$ cat config.mk
export PLATFORM = sky130hd
export DESIGN_NAME = sprite_addr_gen_flat
export DESIGN_NICKNAME = d
export VERILOG_FILES = /design/src/rtl/sprite_addr_gen_pkg.sv /design/src/rtl/sprite_addr_gen_if.sv /design/src/rtl/sprite_addr_gen_anim_seq.sv /design/src/rtl/sprite_addr_gen.sv /design/src/flat_wrapper.sv
export SDC_FILE = /design/constraint.sdc
export NUM_CORES = 1
export LEC_CHECK = 0
export ABC_CLOCK_PERIOD_IN_PS = 3020
export BUFFER_PORTS_ARGS = -buffer_cell sky130_fd_sc_hd__buf_2
export CAP_MARGIN = 20
export CORE_ASPECT_RATIO = 1.4
export CORE_UTILIZATION = 50
export CTS_CLUSTER_SIZE = 25
export DETAILED_ROUTE_END_ITERATION = 10
export PLACE_DENSITY = 0.92
export SYNTH_ARGS = -nofsm -noshare
export SYNTH_HDL_FRONTEND = slang
export SYNTH_SLANG_ARGS = --single-unit
$ cat constraint.sdc
create_clock -name i_vga_clk -period 3.02 [get_ports i_vga_clk]
set_input_delay 0.604 -clock i_vga_clk [delete_from_list [all_inputs] [get_ports i_vga_clk]]
set_output_delay 0.604 -clock i_vga_clk [all_outputs]
set_load 0.05 [all_outputs]
$ cat src/rtl/sprite_addr_gen_pkg.sv
// Shared sprite-renderer types and default geometry.
// Derived widths below follow the default geometry; blocks recompute them from their own parameters.
package sprite_pkg;
  localparam int DEF_SPR_W       = 64;
  localparam int DEF_SPR_H       = 128;
  localparam int DEF_N_FRAMES    = 4;
  localparam int DEF_FRAME_TICKS = 6;
  localparam int DEF_COORD_W     = 10;
  localparam int DEF_ADDR_W      = 16;

  localparam int COL_W = $clog2(DEF_SPR_W);
  localparam int ROW_W = $clog2(DEF_SPR_H);
  localparam int FRM_W = $clog2(DEF_N_FRAMES);

  typedef enum logic {IDLE, PLAY} anim_state_t;
endpackage

$ cat src/rtl/sprite_addr_gen_if.sv
// Pixel/position inputs and ROM-address/animation outputs of the sprite address generator.
interface sprite_addr_gen_if #(
  parameter int COORD_W = sprite_pkg::DEF_COORD_W,
  parameter int ADDR_W  = sprite_pkg::DEF_ADDR_W,
  parameter int FRM_W   = sprite_pkg::FRM_W
);
  logic [COORD_W-1:0] i_draw_x;
  logic [COORD_W-1:0] i_draw_y;
  logic               i_frame_start;
  logic [COORD_W-1:0] i_pos_x;
  logic [COORD_W-1:0] i_pos_y;
  logic               i_flip;
  logic               i_play;
  logic               i_loop;
  logic [ADDR_W-1:0]  o_rom_address;
  logic               o_sprite_on;
  logic [FRM_W-1:0]   o_frame_idx;
  logic               o_busy;
  logic               o_done;

  modport slave (
    input  i_draw_x, i_draw_y, i_frame_start, i_pos_x, i_pos_y, i_flip, i_play, i_loop,
    output o_rom_address, o_sprite_on, o_frame_idx, o_busy, o_done
  );

  modport master (
    output i_draw_x, i_draw_y, i_frame_start, i_pos_x, i_pos_y, i_flip, i_play, i_loop,
    input  o_rom_address, o_sprite_on, o_frame_idx, o_busy, o_done
  );
endinterface

$ cat src/rtl/sprite_addr_gen_anim_seq.sv
// Animation sequencer: advances the sprite frame only on frame_start so a frame never tears.
module anim_seq
  import sprite_pkg::*;
#(
  parameter int N_FRAMES    = DEF_N_FRAMES,
  parameter int FRAME_TICKS = DEF_FRAME_TICKS,
  localparam int FRM_BITS   = (N_FRAMES > 1) ? $clog2(N_FRAMES) : 1,
  localparam int TICK_BITS  = (FRAME_TICKS > 1) ? $clog2(FRAME_TICKS) : 1
) (
  input  logic                i_clk,
  input  logic                i_reset,
  input  logic                i_frame_start,
  input  logic                i_play,
  input  logic                i_loop,
  output logic [FRM_BITS-1:0] o_frame_idx,
  output logic                o_busy,
  output logic                o_done
);
  localparam logic [TICK_BITS-1:0] LAST_TICK  = TICK_BITS'(FRAME_TICKS - 1);
  localparam logic [FRM_BITS-1:0]  LAST_FRAME = FRM_BITS'(N_FRAMES - 1);

  anim_state_t          r_state;
  logic [TICK_BITS-1:0] r_tick;
  logic [FRM_BITS-1:0]  r_frame_idx;
  logic                 r_busy;
  logic                 r_done;

  always_ff @(posedge i_clk) begin
    if (i_reset) begin
      r_state     <= IDLE;
      r_tick      <= '0;
      r_frame_idx <= '0;
      r_busy      <= 1'b0;
      r_done      <= 1'b0;
    end else begin
      r_done <= 1'b0;
      case (r_state)
        IDLE: begin
          // A frame_start coinciding with play is deliberately not counted.
          if (i_play) begin
            r_state     <= PLAY;
            r_busy      <= 1'b1;
            r_tick      <= '0;
            r_frame_idx <= '0;
          end
        end
        PLAY: begin
          if (i_frame_start) begin
            if (r_tick == LAST_TICK) begin
              r_tick <= '0;
              if (r_frame_idx != LAST_FRAME) begin
                r_frame_idx <= r_frame_idx + 1'b1;
              end else if (i_loop) begin
                r_frame_idx <= '0;
              end else begin
                r_state     <= IDLE;
                r_busy      <= 1'b0;
                r_frame_idx <= '0;
                r_done      <= 1'b1;
              end
            end else begin
              r_tick <= r_tick + 1'b1;
            end
          end
        end
        default: r_state <= IDLE;
      endcase
    end
  end

  assign o_frame_idx = r_frame_idx;
  assign o_busy      = r_busy;
  assign o_done      = r_done;
endmodule

$ cat src/rtl/sprite_addr_gen.sv
// Sprite ROM address pipeline: one-cycle registered address and in-sprite flag from the draw position.
module sprite_addr_gen
  import sprite_pkg::*;
#(
  parameter int SPR_W       = DEF_SPR_W,
  parameter int SPR_H       = DEF_SPR_H,
  parameter int N_FRAMES    = DEF_N_FRAMES,
  parameter int FRAME_TICKS = DEF_FRAME_TICKS,
  parameter int COORD_W     = DEF_COORD_W,
  parameter int ADDR_W      = DEF_ADDR_W
) (
  input  logic             i_vga_clk,
  input  logic             i_reset,
  sprite_addr_gen_if.slave bus
);
  localparam int COL_BITS = $clog2(SPR_W);
  localparam int ROW_BITS = $clog2(SPR_H);
  localparam int FRM_BITS = (N_FRAMES > 1) ? $clog2(N_FRAMES) : 1;

  logic [COORD_W:0]    w_dx;
  logic [COORD_W:0]    w_dy;
  logic                w_inside;
  logic [COL_BITS-1:0] w_col;
  logic [ADDR_W-1:0]   w_addr;
  logic [FRM_BITS-1:0] w_frame_idx;
  logic                w_busy;
  logic                w_done;
  logic [ADDR_W-1:0]   r_rom_address;
  logic                r_sprite_on;

  anim_seq #(
    .N_FRAMES    (N_FRAMES),
    .FRAME_TICKS (FRAME_TICKS)
  ) u_anim_seq (
    .i_clk         (i_vga_clk),
    .i_reset       (i_reset),
    .i_frame_start (bus.i_frame_start),
    .i_play        (bus.i_play),
    .i_loop        (bus.i_loop),
    .o_frame_idx   (w_frame_idx),
    .o_busy        (w_busy),
    .o_done        (w_done)
  );

  // One extra bit keeps the difference signed, so a sprite near the right edge cannot wrap into a hit.
  assign w_dx = {1'b0, bus.i_draw_x} - {1'b0, bus.i_pos_x};
  assign w_dy = {1'b0, bus.i_draw_y} - {1'b0, bus.i_pos_y};

  assign w_inside = !w_dx[COORD_W] && !w_dy[COORD_W]
                    && (w_dx[COORD_W-1:0] < COORD_W'(SPR_W))
                    && (w_dy[COORD_W-1:0] < COORD_W'(SPR_H));

  // SPR_W is a power of two, so SPR_W-1-dx is the bitwise complement of the column bits.
  assign w_col  = bus.i_flip ? ~w_dx[COL_BITS-1:0] : w_dx[COL_BITS-1:0];
  assign w_addr = ADDR_W'({w_frame_idx, w_dy[ROW_BITS-1:0], w_col});

  always_ff @(posedge i_vga_clk) begin
    if (i_reset) begin
      r_rom_address <= '0;
      r_sprite_on   <= 1'b0;
    end else begin
      r_rom_address <= w_inside ? w_addr : '0;
      r_sprite_on   <= w_inside;
    end
  end

  assign bus.o_rom_address = r_rom_address;
  assign bus.o_sprite_on   = r_sprite_on;
  assign bus.o_frame_idx   = w_frame_idx;
  assign bus.o_busy        = w_busy;
  assign bus.o_done        = w_done;
endmodule
$ cat src/flat_wrapper.sv
// flat-port wrapper written by rule: the top's interface ports become plain ports
module sprite_addr_gen_flat import sprite_pkg::*;
#(
  parameter int SPR_W       = DEF_SPR_W,
  parameter int SPR_H       = DEF_SPR_H,
  parameter int N_FRAMES    = DEF_N_FRAMES,
  parameter int FRAME_TICKS = DEF_FRAME_TICKS,
  parameter int COORD_W     = DEF_COORD_W,
  parameter int ADDR_W      = DEF_ADDR_W
)
  (i_vga_clk, i_reset, bus_i_draw_x, bus_i_draw_y, bus_i_frame_start, bus_i_pos_x, bus_i_pos_y, bus_i_flip, bus_i_play, bus_i_loop, bus_o_rom_address, bus_o_sprite_on, bus_o_frame_idx, bus_o_busy, bus_o_done);
  sprite_addr_gen_if #(.COORD_W(COORD_W), .ADDR_W(ADDR_W)) bus_i ();
  input  logic i_vga_clk;
  input  logic i_reset;
  input wire logic [$bits(bus_i.i_draw_x)-1:0] bus_i_draw_x;
  input wire logic [$bits(bus_i.i_draw_y)-1:0] bus_i_draw_y;
  input wire logic [$bits(bus_i.i_frame_start)-1:0] bus_i_frame_start;
  input wire logic [$bits(bus_i.i_pos_x)-1:0] bus_i_pos_x;
  input wire logic [$bits(bus_i.i_pos_y)-1:0] bus_i_pos_y;
  input wire logic [$bits(bus_i.i_flip)-1:0] bus_i_flip;
  input wire logic [$bits(bus_i.i_play)-1:0] bus_i_play;
  input wire logic [$bits(bus_i.i_loop)-1:0] bus_i_loop;
  output wire logic [$bits(bus_i.o_rom_address)-1:0] bus_o_rom_address;
  output wire logic [$bits(bus_i.o_sprite_on)-1:0] bus_o_sprite_on;
  output wire logic [$bits(bus_i.o_frame_idx)-1:0] bus_o_frame_idx;
  output wire logic [$bits(bus_i.o_busy)-1:0] bus_o_busy;
  output wire logic [$bits(bus_i.o_done)-1:0] bus_o_done;
  assign bus_i.i_draw_x = bus_i_draw_x;
  assign bus_i.i_draw_y = bus_i_draw_y;
  assign bus_i.i_frame_start = bus_i_frame_start;
  assign bus_i.i_pos_x = bus_i_pos_x;
  assign bus_i.i_pos_y = bus_i_pos_y;
  assign bus_i.i_flip = bus_i_flip;
  assign bus_i.i_play = bus_i_play;
  assign bus_i.i_loop = bus_i_loop;
  assign bus_o_rom_address = bus_i.o_rom_address;
  assign bus_o_sprite_on = bus_i.o_sprite_on;
  assign bus_o_frame_idx = bus_i.o_frame_idx;
  assign bus_o_busy = bus_i.o_busy;
  assign bus_o_done = bus_i.o_done;
  sprite_addr_gen #(.SPR_W(SPR_W), .SPR_H(SPR_H), .N_FRAMES(N_FRAMES), .FRAME_TICKS(FRAME_TICKS), .COORD_W(COORD_W), .ADDR_W(ADDR_W)) u_core (.i_vga_clk(i_vga_clk), .i_reset(i_reset), .bus(bus_i));
endmodule
# After elaboration in Yosys (flattened, before gate mapping)

Cells that the tools add are included.

Register bits: 25
Output and inout port bits: 21

Add/sub/neg operators: 4
$lt $le $gt $ge: 2
Equality and inequality tests: 7
Mux-type cells: 23
Bitwise logic cells: 5
Reduce and logical (&&, ||, !) cells: 10

Operators by type and width:

| kind                                                                    | count |
|---|---|
| 10-bit by 10-bit subtractor with 11-bit output                          | 2 |
| 1-bit 2-to-1 mux                                                        | 11 |
| 10-bit by 7-bit < comparator with 1-bit output, second input constant   | 1 |
| 10-bit by 8-bit < comparator with 1-bit output, second input constant   | 1 |
| 2-bit inequality test, second input constant                            | 5 |
| 3-bit 2-to-1 mux                                                        | 3 |
| 2-bit 2-to-1 mux                                                        | 4 |
| 6-bit 2-to-1 mux                                                        | 1 |
| 6-bit NOT                                                               | 1 |
| 3-bit case mux with 2 select lines                                      | 1 |
| 5-bit AND reduction                                                     | 1 |
| 5-bit OR reduction                                                      | 1 |
| 1-bit NOT                                                               | 4 |
| 1-bit case mux with 2 select lines                                      | 2 |
| 2-bit case mux with 2 select lines                                      | 1 |
| 3-bit by 1-bit adder with 3-bit output, second input constant           | 1 |
| 3-bit == test, second input constant                                    | 1 |
| 1-bit logical AND                                                       | 3 |
| 3-bit AND reduction                                                     | 1 |
| 2-bit by 1-bit adder with 2-bit output, second input constant           | 1 |
| 1-bit zero test                                                         | 2 |
| 2-bit by 1-bit inequality test with 1-bit output, second input constant | 1 |
| 2-bit AND reduction                                                     | 1 |
| 2-bit OR reduction                                                      | 1 |

# Logic depth before layout (Yosys ltp)

Gate-level depths: netlist of run 1.

Depth in word-level cells: 7
Mapped depth: 11
Mapped depth without buffers: 10

# Hierarchy

Synthesis of run 1 repeated with hierarchy kept, for this count alone.

Cells, all modules: 238
Area, all modules: 2095.8 um^2

By module, submodules not included:

| module          | instances | cells an instance | area an instance (um^2) | sequential area each (um^2) |
|---|---|---|---|---|
| sprite_addr_gen | 1         | 200               | 1695.4                  | 320.3 |
| anim_seq        | 1         | 38                | 400.4                   | 160.2 |

# Worst setup path before layout of run 1

No wires, ideal clock.

Kind: input port to flip-flop
From: in bus_i_draw_y[0]
To: reg u_core.r_rom_address[10], in the netlist u_core.bus.o_rom_address[10]
Setup time: 0.088 ns
Arrival time: 2.544 ns
Data required time: 2.932 ns
Path slack: 0.388 ns
Stages: 11
Buffers on the path: 1
Path through: inv_1 ha_1 inv_1 fa_1 a211oi_2 o21ai_2 or3_1 a31oi_1 a22oi_2 buf_6 nor4_2

Cells in the longest elaborated chain, start to end: 7
Elaborated cells on any way between the ends: 8
Classes of those cells: add/sub: 1; order compare: 1; bitwise: 1; reduce/logical: 5

RTL lines:

| what                                                                                                   | line                  | source |
|---|---|---|
| from (decl)                                                                                            | flat_wrapper.sv:16    | `input wire logic [$bits(bus_i.i_draw_y)-1:0] bus_i_draw_y;` |
| 10-bit by 10-bit subtractor with 11-bit output (*)                                                     | sprite_addr_gen.sv:47 | `assign w_dy = {1'b0, bus.i_draw_y} - {1'b0, bus.i_pos_y};` |
| parallel branches: the longest is 6 deep, another holds 10-bit by 8-bit < comparator with 1-bit output | n/a                   |  |
| to (signal assigned)                                                                                   | sprite_addr_gen.sv:62 | `r_rom_address <= w_inside ? w_addr : '0;` |
| to (decl)                                                                                              | sprite_addr_gen.sv:28 | `logic [ADDR_W-1:0] r_rom_address;` |

Every way passes the cells marked *.
A chain may end at the register's enable or synchronous reset.

# Final worst setup path of run 1

From: in bus_i_pos_x[0]
To: reg u_core.r_rom_address[8], in the netlist u_core.bus.o_rom_address[8]

Cells in the longest elaborated chain, start to end: 7
Elaborated cells on any way between the ends: 8
Classes of those cells: add/sub: 1; order compare: 1; bitwise: 1; reduce/logical: 5

RTL lines:

| what                                                                                                   | line                  | source |
|---|---|---|
| from (decl)                                                                                            | flat_wrapper.sv:18    | `input wire logic [$bits(bus_i.i_pos_x)-1:0] bus_i_pos_x;` |
| 10-bit by 10-bit subtractor with 11-bit output (*)                                                     | sprite_addr_gen.sv:46 | `assign w_dx = {1'b0, bus.i_draw_x} - {1'b0, bus.i_pos_x};` |
| parallel branches: the longest is 2 deep, another holds 10-bit by 7-bit < comparator with 1-bit output | n/a                   |  |
| 1-bit logical AND (*)                                                                                  | sprite_addr_gen.sv:50 | `&& (w_dx[COORD_W-1:0] < COORD_W'(SPR_W))` |
| 1-bit logical AND (*)                                                                                  | sprite_addr_gen.sv:51 | `&& (w_dy[COORD_W-1:0] < COORD_W'(SPR_H));` |
| 1-bit NOT (no line) (*)                                                                                | n/a                   |  |
| 2-bit OR reduction (no line) (*)                                                                       | n/a                   |  |

Marked as above.

==> flow_metrics.py, run 1 <==
metrics = {
    "outcome": {
        "run_status": "finished, final reports clean",
    },
    "floorplan": {
        "core_mm2": 0.003643,
        "io_pins": 67,
        "die_x_um": 53.99,
        "rows": 26,
        "die_y_um": 74.78,
        "floorplan.die_area_mm2": 0.004037,
        "start_util_pct": 51.92,
    },
    "synth": {
        "synthesis.area_per_instance_um2": 8.334,
        "ys_seq_area_share_pct": 25.40,
        "syn_area_mm2": 0.001892,
        "netlist-cell-type-count": 47,
        "synthesis.yosys.warnings": 0,
        "yosys_most_used_dff": "dfxtp_1",
        "synth-xor-area-share_pct": 7.870,
        "combinational_family_with_the_most_area_after_synthesis": "simple AND/OR/NAND/NOR gates",
        "number_of_cells_produced_by_synthesis": 227,
        "post_synth_fa_ha_maj_area_fraction_pct": 16.01,
        "synth.ff_latch_count": 24,
        "post_synthesis_cell_type_with_the_largest_combined_area": "dfxtp_1",
        "synth_compound_area_share_pct": 19.31,
        "synth_nets": 296,
        "synth_mux_area_share_pct": 0.5291,
        "async_flop_share_pct": 0,
        "number_of_flops_mapped_to_enable_cells_by_yosys": 0,
        "synth.top_cell.area_share_pct": 25.40,
        "synth_top_cells_by_area": "dfxtp_1 (25%), ha_1 (14%), xnor2_1 (6.0%)",
        "yosys.area_share.simple_pct": 22.02,
    },
    "timing": {
        "time_the_final_worst_path_needs_with_i_o_delays_and_setup_ps": 2763,
        "final.period_utilization_pct": 91.49,
        "fmaxAchievable_mhz": 361.9,
        "timing.max_slew.rel_slack_pct": 37.66,
        "fin_tns_setup_ps": 0,
        "setup-violations-final": 0,
        "timing_worst_slew_pin_value_ps": 935.1,
        "finalMaxSlewViolations": 0,
        "grt_setup_unrepaired": "no",
        "final_hold_viol_count": 0,
        "final.setup_skew_ps": 6.801,
    },
    "cts": {
        "cts.sinks": 24,
        "cts_hold_repair.buffers": 0,
        "postCtsSetupBuffers": 0,
        "cts_repair_resize_count": 0,
        "cts_tree": "yes",
        "cts_max_path_buffers": 2,
        "clk_pin_slew_worst_paths_ps": 90,
        "clk-insertion-delay-late_ps": 270,
        "cts_max_level": 1,
        "cts-buffers-inserted": 3,
        "cts.root.buffer_cell": "clkbuf_8",
    },
    "flow_run": {
        "drv.max_cap_violation_count": 0,
    },
    "hold_path": {
        "min_delay_worst_endpoint": "u_core.u_anim_seq.o_busy",
        "hold_class": "flop to flop",
        "hold_start": "u_core.u_anim_seq.o_busy",
        "holdPathStages": 2,
    },
    "pwr": {
        "power.density_mw_per_mm2": 396.2,
        "power.static_leakage_nw": 1.137,
        "total_power_uw": 910.1,
        "vdd_ir_drop_max_uv": 392.6,
    },
    "drt": {
        "postRouteAntennaNets": 0,
        "routed_via_density": 5.374,
        "first_iter_violations": 22,
        "route.final.wire_length_um": 3930,
        "drt_first_pass_iters": 4,
        "route.detailed.drc": 0,
        "total_via_count_in_the_routed_design": 1768,
        "route.detailed.wl_per_inst_um": 11.95,
    },
    "worst_setup_path": {
        "end_of_the_worst_register_to_register_path": "u_core.u_anim_seq.o_done",
        "critical_path_class": "input pin to flop",
        "crit_path_max_incr_delay_ps": 440,
        "timing.rr.start": "u_core.u_anim_seq.r_state",
        "end_kind": "flop",
        "critical_path.top_delay_family": "simple AND/OR/NAND/NOR gates",
        "critPathArrivalTime_ps": 2940,
        "crit_path_max_fanout": 16,
        "crit_path_top_delay_cell": "nand4_2",
        "length_in_cells_of_the_worst_reg_to_reg_path": 5,
        "reg2reg_slack_ps": 1620,
        "critical_path.startpoint_type": "input pin",
        "cp_data_required_time_ps": 3200,
        "worst_path_buf_inv": 1,
        "crit_path_cell_trace": "buf_2 -> ha_1 -> fa_1 -> and2b_1 -> o2111ai_1 -> a21o_1 -> a21oi_1 -> nand4_2 -> nor4_2",
    },
    "finish": {
        "nets": 357,
        "antenna_cells_inserted": 0,
        "post_route_cells_drive_above_1_share_pct": 29.62,
        "mostFrequentLayoutCell": "buf_2",
        "area_growth_pct": 21.43,
        "layout_common_cells": "buf_2 (65), inv_1 (30), dfxtp_1 (24)",
    },
    "grt": {
        "first_global_vias": 1577,
        "grt_usage_pct": 20.54,
        "grt_start_max_net_pins": 17,
        "grt-ovfl-total": 0,
        "antenna_found_initial": 0,
        "grt_pass1_wl_um": 6230,
    },
    "placement": {
        "portBuffers": 65,
        "place_congestion": 0.8956,
        "hpwlAfterDp_um": 3185,
    },
}
[sequential cells by signal (all words and copies together), names as in the netlist]
name,cells
u_core.bus.o_rom_address,15
u_core.u_anim_seq.r_tick,3
u_core.u_anim_seq.o_frame_idx,2
u_core.bus.o_sprite_on,1
u_core.u_anim_seq.o_busy,1
u_core.u_anim_seq.o_done,1
u_core.u_anim_seq.r_state,1
[kinds of logic (layout without fill, tap and decap cells)]
family | count (synthesis) | after routing
other | 1 | 1
adder cells (fa/ha/maj) | 23 | 23
AND/OR/NAND/NOR | 67 | 67
XOR/XNOR | 17 | 17
flip-flops | 24 | 24
buffers and inverters | 39 | 99
AO/OA/AOI/OAI | 55 | 55
multiplexers | 1 | 1
[stage by stage]
step / setup WS, ps / cells / util [%] / cell area [µm²] / hold slack [ps]
4_1_cts: 254.8 / 329 / 63.05 / 2297 / 455.9
3_3_place_gp: 117.2 / 325 / 61.09 / 2226 / 441.8
5_1_grt: 65.70 / 329 / 63.05 / 2297 / 494.8
2_1_floorplan: 388.2 / 227 / - / 1892 / 437.4
3_5_place_dp: -6.020 / 325 / 61.09 / 2226 / 441.3
6_report: 256.9 / 329 / 63.05 / 2297 / 455.0
[cell usage after synthesis, types with 2 or more instances]
cell      count
o211ai_1      5
nor2_1       13
nor2b_1       2
nor3b_1       3
o21ai_0       5
nor4_1        6
a31oi_1       3
xor2_1        4
dfxtp_1      24
o21ai_1       2
ha_1         21
nand2_1      10
a21o_1        6
nor3_1        5
nand2b_1      3
a211oi_1      3
fa_1          2
and2_1        2
a21oi_1      19
xnor2_1      13
nor4_2        9
inv_1        30
buf_2         5
a21oi_2       2
nand3_1       8
[metal layers]
metal | part of all wire [%] | track usage (%) | wire, µm | vias to the layer above
met5 | 0 | 0 | 0 | -
met4 | 1.5 | 7.692 | 57 | 0
met3 | 5.0 | 2.020 | 195 | 7
met2 | 52 | 39.78 | 2061 | 59
met1 | 41 | 21.94 | 1615 | 784
li1 | - | - | - | 918
[where the power goes]
group / internal [mW] / total, mW / leakage (nW) / switching [mW]
clock network: 0.177 / 0.281 / 0.0357 / 0.104
registers: 0.319 / 0.322 / 0.194 / 0.00229
logic: 0.127 / 0.307 / 0.907 / 0.181
total: 0.623 / 0.910 / 1.14 / 0.287
[worst min-delay path, delay by kind of cell, from the launching register on]
| family | cells | cell delay [ps] |
|---|---|---|
| flops | 1 | 310 |
| buf+inv | 1 | 50 |
| compound gates | 1 | 50 |
[worst max path at each step]
stage,startpoint,to,cells after the start
floorplan,bus_i_draw_y[0],u_core.bus.o_rom_address[10],11
global placement,bus_i_draw_y[0],u_core.bus.o_rom_address[5],11
detailed placement,bus_i_draw_y[0],u_core.bus.o_rom_address[5],11
CTS,bus_i_pos_x[0],u_core.bus.o_rom_address[8],9
global route,bus_i_draw_x[0],u_core.bus.o_rom_address[8],10
finish,bus_i_pos_x[0],u_core.bus.o_rom_address[8],9
[cell type report]
class / count / area, µm²
Sequential cell: 24 / 480.5
Fill cell: 333 / 1346
Inverter: 30 / 112.6
Multi-Input combinational cell: 164 / 1255
Timing Repair Buffer: 65 / 325.3
Tap cell: 42 / 52.55
Clock buffer: 3 / 41.29
Clock inverter: 1 / 30.03
Power figures use the tool's default switching activity.
==> inputs of run 2 (changes only) <==
--- a/config.mk
+++ b/config.mk
@@ -5,14 +5,14 @@
 export SDC_FILE = /design/constraint.sdc
 export NUM_CORES = 1
 export LEC_CHECK = 0
-export ABC_CLOCK_PERIOD_IN_PS = 3020
 export BUFFER_PORTS_ARGS = -buffer_cell sky130_fd_sc_hd__buf_2
 export CAP_MARGIN = 20
 export CORE_ASPECT_RATIO = 1.4
 export CORE_UTILIZATION = 50
 export CTS_CLUSTER_SIZE = 25
 export DETAILED_ROUTE_END_ITERATION = 10
-export PLACE_DENSITY = 0.92
+export PLACE_DENSITY = 0.91
 export SYNTH_ARGS = -nofsm -noshare
 export SYNTH_HDL_FRONTEND = slang
+export SYNTH_HIERARCHICAL = 1
 export SYNTH_SLANG_ARGS = --single-unit
==> constraint.sdc (replaced) <==
create_clock -name i_vga_clk -period 3.4 [get_ports i_vga_clk]
set_input_delay 0.68 -clock i_vga_clk [delete_from_list [all_inputs] [get_ports i_vga_clk]]
set_output_delay 0.68 -clock i_vga_clk [all_outputs]
set_load 0.05 [all_outputs]
==> flow_metrics.py, run 2 <==
metrics = {
    "outcome": {
        "run_status": "finished with violations",
        "failing_checks": "design-rule violations",
    },
    "worst_setup_path": {
        "cp_data_required_time_ps": 3550,
        "timing.rr.start": "u_core/u_anim_seq/r_state",
        "length_in_cells_of_the_worst_reg_to_reg_path": 3,
        "critical_path.startpoint_type": "input pin",
        "reg2reg_slack_ps": 1900,
        "crit_path_max_fanout": 16,
        "end_of_the_worst_register_to_register_path": "u_core/u_anim_seq/o_frame_idx[0]",
        "critPathArrivalTime_ps": 3080,
        "end_kind": "flop",
        "critical_path_class": "input pin to flop",
    },
    "synth": {
        "post_synthesis_cell_type_with_the_largest_combined_area": "dfxtp_1",
        "number_of_cells_produced_by_synthesis": 238,
        "synth.ff_latch_count": 24,
        "synth_top_cells_by_area": "dfxtp_1 (23%), ha_1 (13%), o211ai_1 (6.4%)",
        "number_of_flops_mapped_to_enable_cells_by_yosys": 0,
        "post_synth_fa_ha_maj_area_fraction_pct": 15.04,
        "synthTopCellsByCount": "inv_1 (29), dfxtp_1 (24), ha_1 (22), o211ai_1 (18), nor2_1 (13)",
        "syn_area_mm2": 0.002096,
        "synthesis.yosys.warnings": 6,
        "synth.top_cell.area_share_pct": 22.93,
        "yosys.area_share.simple_pct": 24.42,
        "netlist-cell-type-count": 57,
        "combinational_family_with_the_most_area_after_synthesis": "simple AND/OR/NAND/NOR gates",
        "synth-xor-area-share_pct": 6.687,
        "synth_nets": 308,
        "synthesis.area_per_instance_um2": 8.806,
        "synthMostInstantiatedCell": "inv_1",
        "ys_seq_area_share_pct": 22.93,
        "synth_mux_area_share_pct": 1.015,
        "async_flop_share_pct": 0,
        "yosys_most_used_dff": "dfxtp_1",
        "synth_compound_area_share_pct": 22.27,
    },
    "finish": {
        "final_cell_utilization_of_the_core_pct": 63.25,
        "nets": 372,
        "post_route_cells_drive_above_1_share_pct": 32.56,
        "layout_common_cells": "buf_2 (65), inv_1 (29), dfxtp_1 (24)",
        "antenna_cells_inserted": 0,
        "area_growth_pct": 20.30,
        "largest_register_ffs": 15,
        "mostFrequentLayoutCell": "buf_2",
    },
    "timing": {
        "final_hold_viol_count": 0,
        "final.period_utilization_pct": 86.07,
        "time_the_final_worst_path_needs_with_i_o_delays_and_setup_ps": 2926,
        "fin_tns_setup_ps": 0,
        "timing_worst_slew_pin_value_ps": 949.8,
        "postLayoutSetupSlackWorst_ps": 473.8,
        "setup-violations-final": 0,
        "timing.max_slew.rel_slack_pct": 36.68,
        "finalMaxSlewViolations": 0,
        "grt_setup_unrepaired": "no",
        "fmaxAchievable_mhz": 341.7,
        "final.setup_skew_ps": 1.385,
    },
    "floorplan": {
        "io_pins": 67,
        "die_x_um": 56.72,
        "floorplan.die_area_mm2": 0.004458,
        "start_util_pct": 52.57,
        "core_mm2": 0.003986,
        "rows": 27,
        "die_y_um": 78.60,
    },
    "placement": {
        "hpwlAfterDp_um": 3591,
        "portBuffers": 65,
        "preCtsSetupSlack_ps": 247.0,
        "place_congestion": 0.8607,
    },
    "hold_path": {
        "min_delay_worst_endpoint": "u_core/u_anim_seq/r_tick[2]",
        "holdPathStages": 2,
        "hold_start": "u_core/u_anim_seq/r_tick[2]",
        "hold_class": "flop to flop",
    },
    "drt": {
        "route.final.wire_length_um": 4478,
        "routed_via_density": 5.576,
        "drt_first_pass_iters": 8,
        "route.detailed.wl_per_inst_um": 13.02,
        "postRouteAntennaNets": 0,
        "route.detailed.drc": 13,
        "first_iter_violations": 91,
        "total_via_count_in_the_routed_design": 1918,
    },
    "grt": {
        "grt_util_met3_pct": 2.636,
        "grt_busiest_layer": "met2",
        "global_route.usage.met2_pct": 40.24,
        "grt_pass1_wl_um": 7521,
        "first_global_vias": 1794,
        "grt-ovfl-total": 0,
        "antenna_found_initial": 0,
        "grt_start_max_net_pins": 17,
        "gr-usage-met1_pct": 23.11,
        "grt_usage_pct": 20.99,
    },
    "pwr": {
        "power.static_leakage_nw": 1.176,
        "vdd_ir_drop_max_uv": 157.6,
        "clock_power_share_pct": 28.5,
        "swShare_pct": 32.12,
        "power.density_mw_per_mm2": 335.8,
        "internal-power_uw": 574.7,
        "seq_power_share_pct": 34.0,
        "combPwrFrac_pct": 37.6,
        "total_switching_power_uw": 272.0,
    },
    "flow_run": {
        "drv.max_cap_violation_count": 0,
    },
    "cts": {
        "cts-buffers-inserted": 3,
        "clk_pin_slew_worst_paths_ps": 80,
        "postCtsSetupBuffers": 0,
        "cts.root.buffer_cell": "clkbuf_8",
        "cts_tree": "yes",
        "clk-insertion-delay-late_ps": 260,
        "cts_hold_repair.buffers": 0,
        "cts_repair_resize_count": 0,
        "cts.sinks": 24,
        "cts_max_level": 1,
        "cts_max_path_buffers": 2,
    },
}
-- run 2: cell count changes after synthesis, sizes merged, moves of 4 or more --
cell,before,now
nand3,8,1
o211ai,5,18
clkbuf,1,5
nand2,10,4
a21oi,21,12
nand2b,3,8
buf,8,4
-- run 2: kinds of logic after synthesis --
kind of cell / count (synthesis)
XOR/XNOR: 16
AND/OR/NAND/NOR: 69
adder cells (fa/ha/maj): 24
buffers and inverters: 38
multiplexers: 2
AO/OA/AOI/OAI: 64
flip-flops: 24
other: 1
-- run 2: how the worst max path moves through the flow --
stage	start	endpoint	depth (start not counted)
floorplan	bus_i_pos_x[1]	u_core/bus.o_rom_address[0]	9
global placement	bus_i_pos_x[1]	u_core/bus.o_rom_address[14]	8
detailed placement	bus_i_pos_x[1]	u_core/bus.o_rom_address[5]	8
CTS	bus_i_draw_x[0]	u_core/bus.o_rom_address[14]	10
global route	bus_i_draw_x[0]	u_core/bus.o_rom_address[14]	10
finish	bus_i_draw_x[0]	u_core/bus.o_rom_address[14]	10
-- run 2: worst max-delay path, cell delays in order --
cell and delay, ps:
buf_2 70, inv_1 30, ha_1 240, fa_1 410, nand2b_1 180, a21oi_1 210, o21ai_1 160, o21ai_2 150
a41oi_2 490, nor4_1 450
-- run 2: layout make-up --
cell class / count / area, µm²
Clock inverter: 1 / 30.03
Inverter: 29 / 108.9
Clock buffer: 3 / 41.29
Timing Repair Buffer: 68 / 347.8
Multi-Input combinational cell: 176 / 1459
Tap cell: 43 / 53.80
Sequential cell: 24 / 480.5
Fill cell: 346 / 1465
-- run 2: layer usage --
| layer | part of all wire, % | wire length [µm] |
|---|---|---|
| met5 | 0 | 0 |
| met1 | 41 | 1858 |
| met2 | 54 | 2434 |
| met3 | 3.2 | 143 |
| met4 | 0.96 | 43 |
-- run 2: per-stage QoR --
step / hold slack (ps) / total power [mW] / cell area, µm² / cells
after CTS: 513.2 / 0.8493 / 2521 / 344
after floorplan: 470.9 / 0.5334 / 2096 / 238
after global routing: 546.1 / 0.8995 / 2521 / 344
after detailed placement: 503.2 / 0.6080 / 2450 / 340
final: 515.2 / 0.8467 / 2521 / 344
after global placement: 476.7 / 0.6012 / 2450 / 340
-- run 2: power groups by stage --
stage               clock network (mW)  logic, mW  registers, mW
floorplan                            0      0.236          0.297
global placement                     0      0.307          0.294
detailed placement                   0      0.314          0.294
CTS                              0.245      0.317          0.288
global route                     0.260      0.352          0.288
finish                           0.241      0.318          0.288
